<file path="config.mk">
export PLATFORM = sky130hd
export DESIGN_NAME = clk_step_ctrl
export DESIGN_NICKNAME = d
export VERILOG_FILES = /design/src/rtl/clk_step_ctrl.sv
export SDC_FILE = /design/constraint.sdc
export NUM_CORES = 1
export LEC_CHECK = 0
export CAP_MARGIN = 40
export CORE_UTILIZATION = 58
export DETAILED_ROUTE_END_ITERATION = 6
export GPL_TIMING_DRIVEN = 0
export PLACE_DENSITY = 0.93
export SYNTH_ARGS = -nofsm -noshare
export SYNTH_HDL_FRONTEND = slang
export SYNTH_SLANG_ARGS = --single-unit
</file>
<file path="constraint.sdc">
create_clock -name clk -period 4.2 [get_ports clk]
set_input_delay 0.84 -clock clk [delete_from_list [all_inputs] [get_ports clk]]
set_output_delay 0.84 -clock clk [all_outputs]
set_load 0.1 [all_outputs]
</file>
<file path="src/rtl/clk_step_ctrl.sv">
// Run-control scheduler for the CPU clock-enable path: emits one-cycle tick
// pulses at a programmable divide ratio in RUN, counted STEP or HALT modes.
module clk_step_ctrl #(
    parameter int unsigned CNT_W   = 16,
    parameter int unsigned DEF_DIV = 2
) (
    input  logic             clk,
    input  logic             reset,
    input  logic             cmd_valid,
    output logic             cmd_ready,
    input  logic [1:0]       cmd_op,
    input  logic [CNT_W-1:0] cmd_arg,
    input  logic             halt_req,
    output logic             tick,
    output logic             running,
    output logic             step_done,
    output logic [CNT_W-1:0] div_cur
);

    localparam logic [CNT_W-1:0] ZERO_C    = {CNT_W{1'b0}};
    localparam logic [CNT_W-1:0] ONE_C     = {{(CNT_W-1){1'b0}}, 1'b1};
    localparam logic [CNT_W-1:0] DEF_DIV_C = CNT_W'(DEF_DIV);

    localparam logic [1:0] OP_HALT    = 2'b00;
    localparam logic [1:0] OP_RUN     = 2'b01;
    localparam logic [1:0] OP_STEP    = 2'b10;
    localparam logic [1:0] OP_SET_DIV = 2'b11;

    typedef enum logic [1:0] {
        ST_HALT = 2'd0,
        ST_RUN  = 2'd1,
        ST_STEP = 2'd2
    } state_e;

    // A zero divisor or step count behaves as one.
    function automatic logic [CNT_W-1:0] sat_one(input logic [CNT_W-1:0] v);
        return (v == ZERO_C) ? ONE_C : v;
    endfunction

    state_e           state_q, state_d;
    logic [CNT_W-1:0] cnt_q, cnt_d;
    logic [CNT_W-1:0] rem_q, rem_d;
    logic [CNT_W-1:0] div_cur_q, div_cur_d;
    logic [CNT_W-1:0] div_pend_q, div_pend_d;
    logic             tick_q, tick_d;
    logic             done_q, done_d;
    logic             running_q, running_d;

    logic             accept_s;
    logic             wrap_s;
    logic [CNT_W-1:0] arg_sat_s;

    assign cmd_ready = ~halt_req & (state_q != ST_STEP);
    assign accept_s  = cmd_valid & cmd_ready;
    assign wrap_s    = (cnt_q == (div_cur_q - ONE_C));
    assign arg_sat_s = sat_one(cmd_arg);

    assign tick      = tick_q;
    assign running   = running_q;
    assign step_done = done_q;
    assign div_cur   = div_cur_q;

    // Next-state, counter, divisor and pulse generation.
    always_comb begin
        state_d    = state_q;
        cnt_d      = cnt_q;
        rem_d      = rem_q;
        div_cur_d  = div_cur_q;
        div_pend_d = div_pend_q;
        tick_d     = 1'b0;
        done_d     = 1'b0;

        if (halt_req) begin
            state_d   = ST_HALT;
            cnt_d     = ZERO_C;
            rem_d     = ZERO_C;
            div_cur_d = div_pend_q;
        end else begin
            case (state_q)
                ST_HALT: begin
                    cnt_d = ZERO_C;
                    if (accept_s) begin
                        case (cmd_op)
                            OP_RUN: begin
                                state_d = ST_RUN;
                            end
                            OP_STEP: begin
                                state_d = ST_STEP;
                                rem_d   = arg_sat_s;
                            end
                            OP_SET_DIV: begin
                                div_cur_d  = arg_sat_s;
                                div_pend_d = arg_sat_s;
                            end
                            default: begin
                                state_d = ST_HALT;
                            end
                        endcase
                    end else begin
                        state_d = ST_HALT;
                    end
                end
                ST_RUN: begin
                    if (accept_s && (cmd_op == OP_HALT)) begin
                        state_d   = ST_HALT;
                        cnt_d     = ZERO_C;
                        rem_d     = ZERO_C;
                        div_cur_d = div_pend_q;
                    end else if (accept_s && (cmd_op == OP_STEP)) begin
                        // Stepping out of RUN restarts the phase from zero.
                        state_d   = ST_STEP;
                        cnt_d     = ZERO_C;
                        rem_d     = arg_sat_s;
                        div_cur_d = div_pend_q;
                    end else begin
                        if (accept_s && (cmd_op == OP_SET_DIV)) begin
                            div_pend_d = arg_sat_s;
                        end else begin
                            div_pend_d = div_pend_q;
                        end
                        // A new divisor only takes effect on a wrap, so no period is mixed.
                        if (wrap_s) begin
                            cnt_d     = ZERO_C;
                            tick_d    = 1'b1;
                            div_cur_d = div_pend_d;
                        end else begin
                            cnt_d = cnt_q + ONE_C;
                        end
                    end
                end
                ST_STEP: begin
                    if (rem_q == ZERO_C) begin
                        state_d = ST_HALT;
                        cnt_d   = ZERO_C;
                    end else if (wrap_s) begin
                        cnt_d  = ZERO_C;
                        tick_d = 1'b1;
                        rem_d  = rem_q - ONE_C;
                        done_d = (rem_q == ONE_C);
                    end else begin
                        cnt_d = cnt_q + ONE_C;
                    end
                end
                default: begin
                    state_d = ST_HALT;
                    cnt_d   = ZERO_C;
                    rem_d   = ZERO_C;
                end
            endcase
        end

        running_d = (state_d != ST_HALT);
    end

    // State and output registers.
    always_ff @(posedge clk or negedge reset) begin
        if (!reset) begin
            state_q    <= ST_HALT;
            cnt_q      <= ZERO_C;
            rem_q      <= ZERO_C;
            div_cur_q  <= DEF_DIV_C;
            div_pend_q <= DEF_DIV_C;
            tick_q     <= 1'b0;
            done_q     <= 1'b0;
            running_q  <= 1'b0;
        end else begin
            state_q    <= state_d;
            cnt_q      <= cnt_d;
            rem_q      <= rem_d;
            div_cur_q  <= div_cur_d;
            div_pend_q <= div_pend_d;
            tick_q     <= tick_d;
            done_q     <= done_d;
            running_q  <= running_d;
        end
    end

endmodule
</file>
* Yosys cells after proc, flatten, opt, wreduce, memory -nomap -nowiden
Cells that the tools add are included.
** Storage, ports and cells
- Flip-flop bits (word level) :: 69
- Word-level logic and storage cells :: 89
- Output and inout bits :: 20
** Operators by class
- Bitwise gates (word level) :: 3
- Reduce and logical (&&, ||, !) cells :: 13
- Multiplexer cells :: 43
- Add/sub/neg operators :: 3
- Equal/unequal tests :: 19
** Operators by type and width (number)
- 16-bit 2-to-1 mux :: 22
- 16-bit one-hot mux with 2 select lines :: 3
- 16-bit one-hot mux with 3 select lines :: 1
- 16-bit zero test :: 2
- 16-bit by 1-bit subtractor with 16-bit output, second input constant :: 2
- 16-bit by 1-bit adder with 16-bit output, second input constant :: 1
- 16-bit by 1-bit == test with 1-bit output, second input constant :: 1
- 16-bit == test :: 1
- 3-bit != test, second input constant :: 5
- 2-bit one-hot mux with 3 select lines :: 2
- 2-bit 2-to-1 mux :: 5
- 2-bit != test, second input constant :: 5
- 1-bit 2-to-1 mux :: 9
- 2-bit == test, second input constant :: 3
- 6-bit AND reduction :: 1
- 5-bit != test, second input constant :: 1
- 5-bit AND reduction :: 1
- 2-bit by 1-bit == test with 1-bit output, second input constant :: 2
- 2-bit zero test :: 2
- 4-bit != test, second input constant :: 1
- 4-bit AND reduction :: 1
- 2-bit nonzero test :: 2
- 1-bit logical AND :: 3
- 3-bit nonzero test :: 1
- other kinds (3) :: 4

* Logic depth before layout (Yosys ltp)
- Depth in word-level cells :: 10
- Depth in mapped cells :: 10
- Mapped depth without buffers :: 9

* Worst setup path after synthesis
Ideal clock, no wire load.
- Path type :: input -> register
- Start :: in halt_req
- End :: reg div_pend_q[10]
- Stages :: 7
- Data arrival time :: 4.186 ns
- Buffers on the path :: 2
- Required time :: 4.075 ns
- Setup slack :: -0.110 ns
- Cells stage by stage :: clkbuf_1 > nor2_1 > and2_1 > nand3_1 > nor3_1 > clkbuf_1 > mux2_2
** On the way
- Word-level cells in the longest chain between the ends :: 8
- Elaborated cells on any way between the ends :: 14
** Ends and longest elaborated chain
- start: declaration :: RTL line 13 : input logic halt_req,
- 1-bit inverter (no line) *
- 1-bit AND * :: RTL line 53 : assign cmd_ready = ~halt_req & (state_q != ST_STEP);
- named net cmd_ready :: RTL line 10 : output logic cmd_ready,
- 1-bit AND * :: RTL line 54 : assign accept_s = cmd_valid & cmd_ready;
- 1-bit logical AND :: RTL line 116 : if (accept_s && (cmd_op == OP_SET_DIV)) begin
- 16-bit 2-to-1 mux :: RTL line 116
- 16-bit 2-to-1 mux :: RTL line 109 : end else if (accept_s && (cmd_op == OP_STEP)) begin
- 16-bit 2-to-1 mux :: RTL line 104 : if (accept_s && (cmd_op == OP_HALT)) begin
- 16-bit one-hot mux with 2 select lines :: RTL line 79 : case (state_q)
- end signal: assignment :: RTL line 171 : div_pend_q <= div_pend_d;
- end: declaration :: RTL line 44 : logic [CNT_W-1:0] div_pend_q, div_pend_d;
Mark *: on every way through the listed nets, which the timed path passes. The rest lies on a longest branch. The select of a mux whose other input is x is not followed.
A chain may end at the register's enable or synchronous reset.

* Worst setup path after layout
- Start :: reg div_cur_q[0], in the netlist div_cur[0]
- End :: reg div_cur_q[8], in the netlist div_cur[8]
** On the way
- Word-level cells in the longest chain between the ends :: 4
** Ends and longest elaborated chain
- start: declaration :: RTL line 43 : logic [CNT_W-1:0] div_cur_q, div_cur_d;
- start signal: assignment :: RTL line 170 : div_cur_q <= div_cur_d;
- 16-bit by 1-bit subtractor with 16-bit output :: RTL line 55 : assign wrap_s = (cnt_q == (div_cur_q - ONE_C));
- 16-bit == test :: RTL line 55
- 5-bit != test (no line)
- 4-bit AND reduction (no line)
Every way passes these cells.

==> flow_results.xml <==
<?xml version="1.0" encoding="UTF-8"?>
<metrics>
  <group name="status">
    <metric name="status" unit="">finished, final reports clean</metric>
  </group>
  <group name="clock_network">
    <metric name="cts_buffer_depth" unit="">2</metric>
    <metric name="cts_root_buffer_type" unit="">sky130_fd_sc_hd__clkbuf_8</metric>
    <metric name="insertion_delay_of_the_later_clocked_pin_in_the_worst_skew_pair" unit="ns">0.36</metric>
    <metric name="cts_tree" unit="">done</metric>
    <metric name="cts_num_sinks" unit="">69</metric>
    <metric name="cts.repair.resized" unit="">0</metric>
    <metric name="cts_hold_repair.buffers" unit="">0</metric>
    <metric name="clkSlewWorstSetupHoldPaths" unit="ns">0.08</metric>
    <metric name="cts_post_setup_buffers_inserted" unit="">0</metric>
    <metric name="cts_max_level" unit="">3</metric>
    <metric name="cts_inserted_buffers" unit="">9</metric>
  </group>
  <group name="sta">
    <metric name="finalSetupViolCount" unit="">0</metric>
    <metric name="whs" unit="ns">0.421</metric>
    <metric name="rsz0062_at_grt" unit="">no</metric>
    <metric name="fmaxAchievable" unit="MHz">264</metric>
    <metric name="min_period" unit="ns">3.78</metric>
    <metric name="final.setup_skew" unit="ns">0.0107</metric>
    <metric name="tightestPinTransition" unit="ns">0.907</metric>
    <metric name="final_max_slew_viol_count" unit="">0</metric>
    <metric name="hold_viol_final" unit="">0</metric>
    <metric name="post-route-period-util" unit="%">90.1</metric>
    <metric name="slew_headroom" unit="%">39.0</metric>
    <metric name="totalNegativeSetupSlack" unit="ns">0</metric>
  </group>
  <group name="global_route">
    <metric name="grt.total_usage" unit="%">34.0</metric>
    <metric name="first_global_vias" unit="">4197</metric>
    <metric name="grt_first_pass_wirelength" unit="µm">20200</metric>
    <metric name="grt_start_max_net_pins" unit="">40</metric>
    <metric name="grt_overflow_total" unit="">0</metric>
    <metric name="antenna_found_initial" unit="">0</metric>
  </group>
  <group name="logic_synthesis">
    <metric name="yosysSeqAreaShare" unit="%">39.0</metric>
    <metric name="synth.avg_cell_area" unit="µm²">9.23</metric>
    <metric name="mappedNetlistNets" unit="">510</metric>
    <metric name="ys_dominant_reg_cell" unit="">sky130_fd_sc_hd__dfrtp_1</metric>
    <metric name="synth.area.top_cells" unit="">sky130_fd_sc_hd__dfrtp_1 38%, sky130_fd_sc_hd__nand2_1 5.2%, sky130_fd_sc_hd__mux2_2 4.8%</metric>
    <metric name="ys_seq_elements" unit="">69</metric>
    <metric name="synth_largest_type_area_fraction" unit="%">37.8</metric>
    <metric name="syn-cell-area" unit="mm²">0.00443</metric>
    <metric name="yosysTopAreaCell" unit="">sky130_fd_sc_hd__dfrtp_1</metric>
    <metric name="ys_async_sr_fraction" unit="%">100</metric>
    <metric name="synth.distinct_cells" unit="">71</metric>
    <metric name="post_synth_inst_count" unit="">480</metric>
    <metric name="ys_warn_count" unit="">0</metric>
    <metric name="synth-edff-count" unit="">0</metric>
  </group>
  <group name="route">
    <metric name="num_vias" unit="">4292</metric>
    <metric name="detailedRoute.firstIterationViolations" unit="">459</metric>
    <metric name="drc_errors" unit="">0</metric>
    <metric name="route.final.wire_length" unit="µm">12400</metric>
    <metric name="drtAntennaViolNets" unit="">0</metric>
    <metric name="wl_per_cell" unit="µm">18.9</metric>
    <metric name="drtPass1Iterations" unit="">5</metric>
    <metric name="post_drt_via_cell_ratio" unit="">6.52</metric>
  </group>
  <group name="pwr">
    <metric name="power.density" unit="mW/mm²">428</metric>
    <metric name="power.leakage" unit="µW">0.00231</metric>
    <metric name="irDropWorstVdd" unit="µV">356</metric>
  </group>
  <group name="layout">
    <metric name="count_of_filler_cells_inserted_in_the_layout" unit="">470</metric>
    <metric name="final_layout_size_suffix_gt1_share" unit="%">14.8</metric>
    <metric name="post_layout_nets" unit="">584</metric>
    <metric name="area_growth_syn_to_layout" unit="%">24.9</metric>
    <metric name="combined_area_of_the_multi_input_logic_cells" unit="mm²">0.00256</metric>
    <metric name="final-seq-area" unit="mm²">0.00173</metric>
    <metric name="antenna_cells" unit="">0</metric>
  </group>
  <group name="floorplan">
    <metric name="floorplan.die.width" unit="µm">89.4</metric>
    <metric name="rows" unit="">31</metric>
    <metric name="fp.coreArea" unit="mm²">0.00733</metric>
    <metric name="floorplan.io_pins" unit="">42</metric>
    <metric name="floorplan.initialDensity" unit="%">60.5</metric>
    <metric name="design.die.area" unit="mm²">0.00799</metric>
    <metric name="die_outline_height" unit="µm">89.4</metric>
  </group>
  <group name="setup_path">
    <metric name="crit_arrival" unit="ns">4.02</metric>
    <metric name="ff2ff_path_depth" unit="">10</metric>
    <metric name="worstReg2RegStart" unit="">div_cur[0]</metric>
    <metric name="cp_cell_sequence" unit="">inv_1, ha_1, nor3b_1, and3_1, o211ai_1, nand4bb_1, nor2_1, a221oi_4, buf_6, mux2_1</metric>
    <metric name="critPathLaunchType" unit="">register</metric>
    <metric name="worstReg2RegEnd" unit="">div_cur[8]</metric>
    <metric name="wp_buf_inv" unit="">2</metric>
    <metric name="worstSetupPathType" unit="">register to register</metric>
    <metric name="crit_required" unit="ns">4.43</metric>
    <metric name="worstPathMaxFanout" unit="">10</metric>
    <metric name="cp_slowest_cell" unit="">sky130_fd_sc_hd__nor2_1</metric>
    <metric name="timing.critical_path.max_delay_family" unit="">simple AND/OR/NAND/NOR gates</metric>
    <metric name="critical-path-max-stage-delay" unit="ns">0.74</metric>
    <metric name="r2r_slack" unit="ns">0.42</metric>
    <metric name="cp-end-kind" unit="">register</metric>
  </group>
  <group name="flow_run">
    <metric name="max_cap_violations" unit="">0</metric>
  </group>
  <group name="min_path">
    <metric name="min_path_type" unit="">input pin to async pin</metric>
  </group>
  <group name="place">
    <metric name="dpl.hpwl" unit="µm">9040</metric>
    <metric name="total_of_buffers_placed_on_input_and_output_ports" unit="">41</metric>
    <metric name="place.gp.congestion" unit="">1.02</metric>
  </group>
</metrics>
## per-stage QoR
step / util (%) / instance area [µm²] / worst slack (ns) / total power (µW) / std cells
4_1_cts: 75.5 / 5530 / 0.497 / 2360 / 658
2_1_floorplan: - / 4430 / 0.384 / 1380 / 480
5_1_grt: 75.5 / 5530 / 0.227 / 2460 / 658
6_report: 75.5 / 5530 / 0.416 / 2370 / 658
3_3_place_gp: 67.8 / 4970 / 0.0187 / 1560 / 620
3_5_place_dp: 72.2 / 5290 / 0.379 / 1690 / 642
## sequential cells by signal, summed over array words and instances (netlist names)
register	count
div_pend_q	16
tick	1
step_done	1
state_q	2
rem_q	16
running	1
div_cur	16
cnt_q	16
## worst register-to-register path: cells and delay by family (launching register included)
kind                     cells  cell delay (ns)
AND/OR/NAND/NOR              4             1.94
flip-flops                   1             0.46
multiplexers                 1             0.34
AO/OA/AOI/OAI                2             0.34
buffers and inverters        2             0.32
adder cells (fa/ha/maj)      1             0.25
## where the power goes
part           internal (µW)  switching (µW)
clock                    411             262
combinational            334             526
sequential               748            90.7
total                   1490             878
## worst max-delay path by stage
stage	start	cells after the start	to	slack [ns]
after floorplan	halt_req	7	div_pend_q[10]	0.38
after global placement	reset	1	cnt_q[12]	0.02
after detailed placement	cmd_valid	8	rem_q[4]	0.38
after CTS	div_cur[0]	10	div_cur[8]	0.50
after global routing	div_cur[0]	10	cnt_q[8]	0.23
final	div_cur[0]	10	div_cur[8]	0.42
## placed cells by master (no fill, tap or decap), types with 3 or more instances in the layout
cell | Yosys | final
sky130_fd_sc_hd__dfrtp_1 | 67 | 67
sky130_fd_sc_hd__nand2_1 | 61 | 61
sky130_fd_sc_hd__nor2_1 | 53 | 52
sky130_fd_sc_hd__clkdlybuf4s50_1 | 0 | 40
sky130_fd_sc_hd__buf_8 | 0 | 20
sky130_fd_sc_hd__xor2_1 | 19 | 19
sky130_fd_sc_hd__mux2_2 | 19 | 19
sky130_fd_sc_hd__clkbuf_1 | 15 | 17
sky130_fd_sc_hd__xnor2_1 | 16 | 16
sky130_fd_sc_hd__a21oi_1 | 16 | 16
sky130_fd_sc_hd__nand3_1 | 15 | 15
sky130_fd_sc_hd__nor3_1 | 14 | 14
sky130_fd_sc_hd__inv_1 | 14 | 14
sky130_fd_sc_hd__and3_1 | 11 | 11
sky130_fd_sc_hd__mux2_1 | 11 | 11
sky130_fd_sc_hd__clkbuf_8 | 0 | 10
sky130_fd_sc_hd__nand4_1 | 9 | 9
sky130_fd_sc_hd__o21ai_0 | 9 | 9
sky130_fd_sc_hd__nor4_1 | 8 | 8
sky130_fd_sc_hd__ha_1 | 8 | 8
sky130_fd_sc_hd__a32oi_1 | 7 | 7
sky130_fd_sc_hd__o22ai_1 | 7 | 7
sky130_fd_sc_hd__mux2i_1 | 5 | 5
sky130_fd_sc_hd__and2_1 | 5 | 5
sky130_fd_sc_hd__a22oi_1 | 5 | 5
sky130_fd_sc_hd__a31o_2 | 4 | 4
sky130_fd_sc_hd__o2bb2ai_1 | 4 | 4
sky130_fd_sc_hd__or3_1 | 3 | 3
sky130_fd_sc_hd__o211ai_1 | 3 | 3
sky130_fd_sc_hd__nor3b_1 | 3 | 3
sky130_fd_sc_hd__a221oi_1 | 3 | 3
sky130_fd_sc_hd__a21o_1 | 3 | 3
sky130_fd_sc_hd__or2_2 | 3 | 3
sky130_fd_sc_hd__a41oi_1 | 3 | 3
sky130_fd_sc_hd__o21a_1 | 3 | 3
sky130_fd_sc_hd__bufinv_16 | 0 | 3
## final cells by class
type	instances	area share (%)
sequential	69	31.2
tap	99	2.24
inverter	14	0.950
clock buffer	12	2.62
clock inverter	4	1.72
multi-input combinational	378	46.3
timing repair buffer	63	13.3
buffer	19	1.61
## metal layers
metal | global-route usage (%) | up-vias | wire length, µm
met1 | 43.3 | 2038 | 5040
li1 | - | 1895 | -
met4 | 17.2 | 0 | 513
met5 | 0 | - | 0
met3 | 7.48 | 71 | 1040
met2 | 54.6 | 288 | 5810
## kinds of logic after synthesis
logic type | count (synthesis) | share of synthesized area [%]
multiplexers | 37 | 9.43
AND/OR/NAND/NOR | 201 | 22.4
XOR/XNOR | 35 | 6.92
AO/OA/AOI/OAI | 97 | 16.8
adder cells (fa/ha/maj) | 8 | 2.26
flip-flops | 69 | 39.0
buffers and inverters | 33 | 3.19
## Yosys cell counts (4+ instances only)
master and count:
sky130_fd_sc_hd__nand4_1 9, sky130_fd_sc_hd__o2bb2ai_1 4, sky130_fd_sc_hd__clkbuf_1 15, sky130_fd_sc_hd__and2_1 5
sky130_fd_sc_hd__a22oi_1 5, sky130_fd_sc_hd__nor2_1 53, sky130_fd_sc_hd__nand2_1 61, sky130_fd_sc_hd__mux2_2 19
sky130_fd_sc_hd__xnor2_1 16, sky130_fd_sc_hd__xor2_1 19, sky130_fd_sc_hd__nor4_1 8, sky130_fd_sc_hd__dfrtp_1 67
sky130_fd_sc_hd__o21ai_0 9, sky130_fd_sc_hd__a31o_2 4, sky130_fd_sc_hd__mux2_1 11, sky130_fd_sc_hd__inv_1 14
sky130_fd_sc_hd__and3_1 11, sky130_fd_sc_hd__ha_1 8, sky130_fd_sc_hd__nor3_1 14, sky130_fd_sc_hd__a32oi_1 7
sky130_fd_sc_hd__nand3_1 15, sky130_fd_sc_hd__a21oi_1 16, sky130_fd_sc_hd__mux2i_1 5, sky130_fd_sc_hd__o22ai_1 7
No activity file was read; power rests on OpenSTA's default activity.
